===== config.mk =====
export PLATFORM = sky130hd
export DESIGN_NAME = pipe_control_unit
export DESIGN_NICKNAME = d
export VERILOG_FILES = /design/src/rtl/pipe_control_unit.sv
export SDC_FILE = /design/constraint.sdc
export NUM_CORES = 1
export LEC_CHECK = 0
export BUFFER_PORTS_ARGS = -buffer_cell sky130_fd_sc_hd__buf_2
export CAP_MARGIN = 15
export CELL_PAD_IN_SITES_DETAIL_PLACEMENT = 0
export CELL_PAD_IN_SITES_GLOBAL_PLACEMENT = 1
export CORE_ASPECT_RATIO = 1.2
export CORE_UTILIZATION = 29
export CTS_CLUSTER_SIZE = 10
export DETAILED_ROUTE_END_ITERATION = 7
export PLACE_DENSITY = 0.69
export SYNTH_ARGS = -nofsm -noshare
export SYNTH_HDL_FRONTEND = slang
export SYNTH_SLANG_ARGS = --single-unit

===== constraint.sdc =====
create_clock -name clk -period 2.9 [get_ports clk]
set_input_delay 0.435 -clock clk [delete_from_list [all_inputs] [get_ports clk]]
set_output_delay 0.435 -clock clk [all_outputs]
set_load 0.03 [all_outputs]

===== src/rtl/pipe_control_unit.sv =====
// Pipelined MIPS control unit: decodes the ID opcode and carries EX/M/WB control
// through ID/EX, EX/MEM and MEM/WB, with load-use stalls, branch/jump flushes and event counters.
module pipe_control_unit #(
  parameter int REG_ADDR_W = 5,
  parameter int EXT_OPS    = 1,
  parameter int CNT_W      = 16
) (
  input  logic                  clk,
  input  logic                  rst,
  input  logic                  id_valid,
  input  logic [5:0]            op,
  input  logic [REG_ADDR_W-1:0] id_rs,
  input  logic [REG_ADDR_W-1:0] id_rt,
  input  logic                  branch_taken,
  output logic                  stall,
  output logic                  flush,
  output logic                  jump,
  output logic                  illegal,
  output logic [1:0]            idex_ex,
  output logic [2:0]            idex_aluop,
  output logic [3:0]            idex_m,
  output logic [1:0]            idex_wb,
  output logic [REG_ADDR_W-1:0] idex_rt,
  output logic [3:0]            exmem_m,
  output logic [1:0]            exmem_wb,
  output logic [1:0]            memwb_wb,
  output logic [CNT_W-1:0]      stall_cnt,
  output logic [CNT_W-1:0]      flush_cnt
);
  localparam bit              EXT_EN  = (EXT_OPS != 0);
  localparam logic [CNT_W-1:0] CNT_MAX = {CNT_W{1'b1}};
  localparam logic [CNT_W-1:0] CNT_ONE = {{(CNT_W-1){1'b0}}, 1'b1};

  logic [1:0]            dec_ex_s, idex_ex_q, idex_ex_d;
  logic [2:0]            dec_alu_s, idex_alu_q, idex_alu_d;
  logic [3:0]            dec_m_s, idex_m_q, idex_m_d, exmem_m_q, exmem_m_d;
  logic [1:0]            dec_wb_s, idex_wb_q, idex_wb_d, exmem_wb_q, exmem_wb_d;
  logic [1:0]            memwb_wb_q, memwb_wb_d;
  logic [REG_ADDR_W-1:0] idex_rt_q, idex_rt_d;
  logic                  illegal_q, illegal_d;
  logic [CNT_W-1:0]      stall_cnt_q, stall_cnt_d, flush_cnt_q, flush_cnt_d;
  logic                  known_s, uses_rt_s, is_j_s, carry_s, hz_s;

  // Opcode decode; an invalid slot decodes to an all-zero bubble
  always_comb begin
    dec_ex_s  = 2'b00;
    dec_alu_s = 3'b000;
    dec_m_s   = 4'b0000;
    dec_wb_s  = 2'b00;
    known_s   = 1'b0;
    uses_rt_s = 1'b0;
    is_j_s    = 1'b0;
    if (id_valid) begin
      case (op)
        6'b000000: begin dec_ex_s = 2'b10; dec_alu_s = 3'b010; dec_wb_s = 2'b01; known_s = 1'b1; uses_rt_s = 1'b1; end
        6'b100011: begin dec_ex_s = 2'b01; dec_m_s = 4'b0010; dec_wb_s = 2'b11; known_s = 1'b1; end
        6'b101011: begin dec_ex_s = 2'b01; dec_m_s = 4'b0001; known_s = 1'b1; uses_rt_s = 1'b1; end
        6'b001000: begin dec_ex_s = 2'b01; dec_wb_s = 2'b01; known_s = 1'b1; end
        6'b000100: begin dec_alu_s = 3'b001; dec_m_s = 4'b0100; known_s = 1'b1; uses_rt_s = 1'b1; end
        6'b000010: begin known_s = 1'b1; is_j_s = 1'b1; end
        6'b001100: if (EXT_EN) begin dec_ex_s = 2'b01; dec_alu_s = 3'b011; dec_wb_s = 2'b01; known_s = 1'b1; end
                   else begin known_s = 1'b0; end
        6'b001101: if (EXT_EN) begin dec_ex_s = 2'b01; dec_alu_s = 3'b100; dec_wb_s = 2'b01; known_s = 1'b1; end
                   else begin known_s = 1'b0; end
        6'b001010: if (EXT_EN) begin dec_ex_s = 2'b01; dec_alu_s = 3'b101; dec_wb_s = 2'b01; known_s = 1'b1; end
                   else begin known_s = 1'b0; end
        6'b000101: if (EXT_EN) begin dec_alu_s = 3'b001; dec_m_s = 4'b1000; known_s = 1'b1; uses_rt_s = 1'b1; end
                   else begin known_s = 1'b0; end
        default:   known_s = 1'b0;
      endcase
    end else begin
      known_s = 1'b0;
    end
  end

  // rt only follows instructions that actually occupy the EX slot
  assign carry_s = id_valid & known_s & ~is_j_s;
  assign hz_s    = idex_m_q[1] && (idex_rt_q != '0) && id_valid &&
                   ((idex_rt_q == id_rs) || (uses_rt_s && (idex_rt_q == id_rt)));
  assign jump    = id_valid && (op == 6'b000010);
  assign stall   = ~rst & ~branch_taken & hz_s;
  assign flush   = ~rst & (branch_taken | (~hz_s & jump));

  // Next-state for pipeline control registers, illegal pulse and counters
  always_comb begin
    idex_ex_d   = dec_ex_s;
    idex_alu_d  = dec_alu_s;
    idex_m_d    = dec_m_s;
    idex_wb_d   = dec_wb_s;
    idex_rt_d   = carry_s ? id_rt : '0;
    exmem_m_d   = idex_m_q;
    exmem_wb_d  = idex_wb_q;
    memwb_wb_d  = exmem_wb_q;
    illegal_d   = id_valid & ~known_s & ~branch_taken & ~hz_s;
    stall_cnt_d = stall_cnt_q;
    flush_cnt_d = flush_cnt_q;
    if (branch_taken || hz_s) begin
      idex_ex_d  = 2'b00;
      idex_alu_d = 3'b000;
      idex_m_d   = 4'b0000;
      idex_wb_d  = 2'b00;
      idex_rt_d  = '0;
    end else begin
      idex_rt_d = carry_s ? id_rt : '0;
    end
    if (branch_taken) begin
      exmem_m_d  = 4'b0000;
      exmem_wb_d = 2'b00;
    end else begin
      exmem_m_d  = idex_m_q;
    end
    if (stall && (stall_cnt_q != CNT_MAX)) begin
      stall_cnt_d = stall_cnt_q + CNT_ONE;
    end else begin
      stall_cnt_d = stall_cnt_q;
    end
    if (flush && (flush_cnt_q != CNT_MAX)) begin
      flush_cnt_d = flush_cnt_q + CNT_ONE;
    end else begin
      flush_cnt_d = flush_cnt_q;
    end
  end

  // State registers with synchronous reset
  always_ff @(posedge clk) begin
    if (rst) begin
      idex_ex_q   <= 2'b00;
      idex_alu_q  <= 3'b000;
      idex_m_q    <= 4'b0000;
      idex_wb_q   <= 2'b00;
      idex_rt_q   <= '0;
      exmem_m_q   <= 4'b0000;
      exmem_wb_q  <= 2'b00;
      memwb_wb_q  <= 2'b00;
      illegal_q   <= 1'b0;
      stall_cnt_q <= '0;
      flush_cnt_q <= '0;
    end else begin
      idex_ex_q   <= idex_ex_d;
      idex_alu_q  <= idex_alu_d;
      idex_m_q    <= idex_m_d;
      idex_wb_q   <= idex_wb_d;
      idex_rt_q   <= idex_rt_d;
      exmem_m_q   <= exmem_m_d;
      exmem_wb_q  <= exmem_wb_d;
      memwb_wb_q  <= memwb_wb_d;
      illegal_q   <= illegal_d;
      stall_cnt_q <= stall_cnt_d;
      flush_cnt_q <= flush_cnt_d;
    end
  end

  assign illegal    = illegal_q;
  assign idex_ex    = idex_ex_q;
  assign idex_aluop = idex_alu_q;
  assign idex_m     = idex_m_q;
  assign idex_wb    = idex_wb_q;
  assign idex_rt    = idex_rt_q;
  assign exmem_m    = exmem_m_q;
  assign exmem_wb   = exmem_wb_q;
  assign memwb_wb   = memwb_wb_q;
  assign stall_cnt  = stall_cnt_q;
  assign flush_cnt  = flush_cnt_q;
endmodule


Word level (Yosys, flattened, before mapping):

Index checks and enable logic that the tools add are counted.

* bitwise logic cells: 17
* mux-type cells: 10
* $add $sub $neg: 2
* reductions and logical operators: 19
* eq/ne operators: 13

Operators with widths (count)
* adder 16 x 1 -> 16 bit (second input constant): 2
* inequality test 16 bit (second input constant): 2
* == test 6 x 4 -> 1 bit (second input constant): 4
* one-hot mux 4 bit (4 select lines): 1
* one-hot mux 3 bit (5 select lines): 1
* == test 6 x 3 -> 1 bit (second input constant): 2
* == test 6 bit (second input constant): 2
* == test 5 bit: 2
* OR reduction 10 bit: 1
* AND 1 bit: 9
* one-hot mux 2 bit (2 select lines): 2
* logical AND 1 bit: 7
* NOT 1 bit: 7
* == test 6 x 2 -> 1 bit (second input constant): 1
* zero test 6 bit: 1
* 2-to-1 mux 1 bit: 6
* OR reduction 3 bit: 2
* OR reduction 6 bit: 1
* nonzero test 5 bit: 1
* OR reduction 5 bit: 1
* OR reduction 2 bit: 2
* OR reduction 4 bit: 1
* logical OR 1 bit: 2
* bitwise OR 1 bit: 1

* register bits: 57
* output and inout bits: 60

Longest topological paths before layout:

* depth after elaboration: 12
* mapped depth: 10
* depth with buffers taken out: 7

Least setup slack after synthesis:

Ideal clock, no wire load.

* path kind: flip-flop to flip-flop
* start point: reg stall_cnt_q[0] (netlist: stall_cnt[0])
* end point: reg stall_cnt_q[1] (netlist: stall_cnt[1])
* cell stages (with the launch flop): 11
* data arrival time: 2175 ps
* setup time: 128 ps
* path buffers: 3
* slack: 597 ps
* clock period less this slack: 2303 ps
* cells stage by stage: dfxtp_1 > ha_1 > nand3_1 > nand2b_1 > buf_1 > nor3_1 > a211o_1 > buf_2 > clkbuf_1 > mux2i_1 > nor2_1

* longest elaborated chain between the ends: 2
* elaborated cells on any way between the ends: 3

RTL lines
* start, declared: line 41 `logic [CNT_W-1:0] stall_cnt_q, stall_cnt_d, flush_cnt_q, flush_cnt_d;`
* start signal, assigned: line 148 `stall_cnt_q <= stall_cnt_d;`
* branches (longest 2 deep; another with adder 16 x 1 -> 16 bit)

Parallel ways; which one is timed is not known.
A chain may end at the register's enable or synchronous reset.

Worst setup path in the final report:

* start point: reg idex_rt_q[3] (netlist: idex_rt[3])
* end point: out flush

* longest elaborated chain between the ends: 8
* elaborated cells on any way between the ends: 12

RTL lines
* start, declared: line 39 `logic [REG_ADDR_W-1:0] idex_rt_q, idex_rt_d;`
* start signal, assigned: line 143 `idex_rt_q <= idex_rt_d;`
* == test 5 bit / nonzero test 5 bit (equally long branches): line 79, 78
* logical AND 1 bit, on equally long branches: line 79, 78
* logical OR 1 bit / logical AND 1 bit (equally long branches): line 79, 78
* logical AND 1 bit *: line 78 `assign hz_s = idex_m_q[1] && (idex_rt_q != '0) && id_valid &&`
* NOT 1 bit *: line 82 `assign flush = ~rst & (branch_taken | (~hz_s & jump));`
* AND 1 bit *: line 82
* bitwise OR 1 bit *: line 82
* AND 1 bit *: line 82
* end, declared: line 16 `output logic flush,`

Mark *: on every way between the ends. The rest lies on a longest branch, timed or not.

==> results.ini <==
[power]
ir_drop_uv=191
p_per_area_nw_per_um2=495
p_leak_uw=0.00139
power_uw=1660

[worst_setup_path]
cp_max_fo=5
cp.arrival_ns=2.06
path_class=reg -> out
cp.required_ns=2.47
worstSetupEndpointType=primary output
startpoint_type=register

[die]
start_util_pct=30.2
die_area_um2=9340
die_width_um=88.4
rows=37
core_um2=8610
ios=80
die_h_um=106

[logic_synthesis]
netlist-cell-type-count=42
synth-seq-cells=57
syn_inst=304
synth_nets=326
synth-async-reset-ratio_pct=0
seq_area_frac_synth_pct=43.9
synth.avg_cell_area_um2=8.54
synth_edf_count=0
netlist_area_um2=2600
synth_warnings=0
ys.flop_type=dfxtp_1

[timing]
final.setup_skew_ns=0.00555
finalMaxSlewViolations=0
slew_headroom_pct=56.3
setup_ws_ns=0.408
period_share_pct=85.9
timing.setup.tns_ns=0
fin_crit_ns=2.49
fmax_mhz=401
whs_ns=0.328
hold_viol=0
rsz0062_at_grt=no
setup_viol=0
worst_pin_slew_ns=0.656

[global_routing]
overflow=0
grt_pass1_vias=2310
grt_use_total_pct=14.9
grt_max_degree=38
grt_pass1_wl_um=10800
grt_antenna_before_repair=0

[finish]
syn2layout_area_growth_pct=28.7
fin_cells=510
diodes=0
drive_gt1_share_pct=28.0
final_nets=410

[clock_tree]
cts_tree=done
cts-root-buf=clkbuf_8
cts_buffers=9
cts.sinks=57
path_clk_slew_ns=0.07
postCtsSetupBuffers=0
hold_buffers=0
clk_latency_ns=0.33
htreeDepth=3
cts_resized=0
cts_buffer_depth=2

[route]
drt-initial-drc-count=74
vias_per_cell=4.93
wl_per_cell_um=12.7
antenna_left=0
wirelength_um=6500
dr.pass1.iters=4
remaining_drc_errors=0
dr_total_vias=2513

[worst_hold_path]
worstHoldPathType=in -> reg

[placement]
gp_congestion=0.818
dp_hpwl_um=4700
post-place-ws_ns=0.266
io_buffers=79
placed_cells=494

[run]
max-cap-violations=0

[run_status]
status=finished, final reports clean

[stage by stage]
step	cell area, um2	utilization [%]
after CTS	3340	38.8
after floorplan	2600	-
after detailed placement	3140	36.5
after global placement	3140	36.5
after global routing	3340	38.8
final	3340	38.8
[cell usage after synthesis, types with 3 or more instances]
cell type	count	area share [%]
dfxtp_1	57	44
a21oi_1	31	6.0
nor2_1	20	2.9
nand2_1	17	2.5
o21ai_0	16	3.1
or3_1	15	3.6
nand3_1	14	2.7
or4_1	13	3.8
and2_1	12	2.9
o31ai_1	11	3.2
inv_1	9	1.3
clkbuf_1	8	1.2
nor2b_1	8	1.9
xor2_1	8	2.7
nand4_1	7	1.7
and3_1	5	1.2
buf_2	5	0.96
nor3_1	5	0.96
xnor2_1	5	1.7
or2_2	4	0.96
and4_1	3	1.0
[area by class of cell]
| cell class | instances | area, um2 |
|---|---|---|
| fill | 932 | 5270 |
| tap | 117 | 146 |
| inverter | 9 | 33.8 |
| timing repair buffer | 88 | 463 |
| clock buffer | 9 | 124 |
| multi-input combinational | 223 | 1360 |
| sequential | 57 | 1140 |
| clock inverter | 7 | 78.8 |
[final timing paths]
check	startpoint	end	slack, ns	cells past startpoint
max	idex_rt[3]	flush	0.41	7
min	id_rt[1]	idex_rt[1]	0.33	2
max reg2reg	stall_cnt[0]	stall_cnt[1]	0.51	8
min reg2reg	idex_wb[0]	exmem_wb[0]	0.45	1
[sequential cells by signal (all words and copies together) (netlist names)]
register	count
stall_cnt	16
illegal	1
idex_m	4
idex_rt	5
exmem_m	4
idex_wb	2
memwb_wb	2
idex_ex	2
exmem_wb	2
flush_cnt	16
idex_aluop	3
[critical path, stage by stage, from the launching register on]
cell,delay (ns)
dfxtp_1,0.36
xor2_1,0.18
nor4_1,0.27
nand4_1,0.16
buf_4,0.18
a21oi_1,0.27
nor2_1,0.10
buf_2,0.20
[where the power goes]
part           leakage, uW  switching (uW)  internal, uW
Sequential        0.000460            5.47           787
Combinational     0.000834            64.9          39.3
Clock            0.0000925             355           403
Total              0.00139             425          1230
[logic make-up after synthesis]
| kind of cell | share of synthesized area (%) |
|---|---|
| AND/OR/NAND/NOR | 29.3 |
| flip-flops | 43.9 |
| buffers and inverters | 3.85 |
| multiplexers | 1.64 |
| XOR/XNOR | 4.38 |
| adder cells (fa/ha/maj) | 0.963 |
| AO/OA/AOI/OAI | 15.9 |
[cells in the final DEF (no fill, tap or decap), types with 3 or more instances in the layout]
| cell | count |
|---|---|
| buf_2 | 79 |
| dfxtp_1 | 57 |
| a21oi_1 | 31 |
| nor2_1 | 20 |
| nand2_1 | 17 |
| o21ai_0 | 16 |
| or3_1 | 15 |
| nand3_1 | 14 |
| or4_1 | 13 |
| and2_1 | 12 |
| o31ai_1 | 11 |
| inv_1 | 9 |
| clkbuf_8 | 9 |
| buf_4 | 9 |
| nor2b_1 | 8 |
| xor2_1 | 8 |
| nand4_1 | 7 |
| nor3_1 | 5 |
| xnor2_1 | 5 |
| and3_1 | 5 |
| or2_2 | 4 |
| and4_1 | 3 |
| clkinvlp_4 | 3 |
[per-layer routing]
metal,vias up,GRT usage [%],wire length [um]
met2,72,23.4,3040
met4,0,6.68,106
met3,9,5.56,453
met5,-,0,0
li1,1275,-,-
met1,1157,18.0,2900
Note: power is estimated with default switching activity, not from simulation.
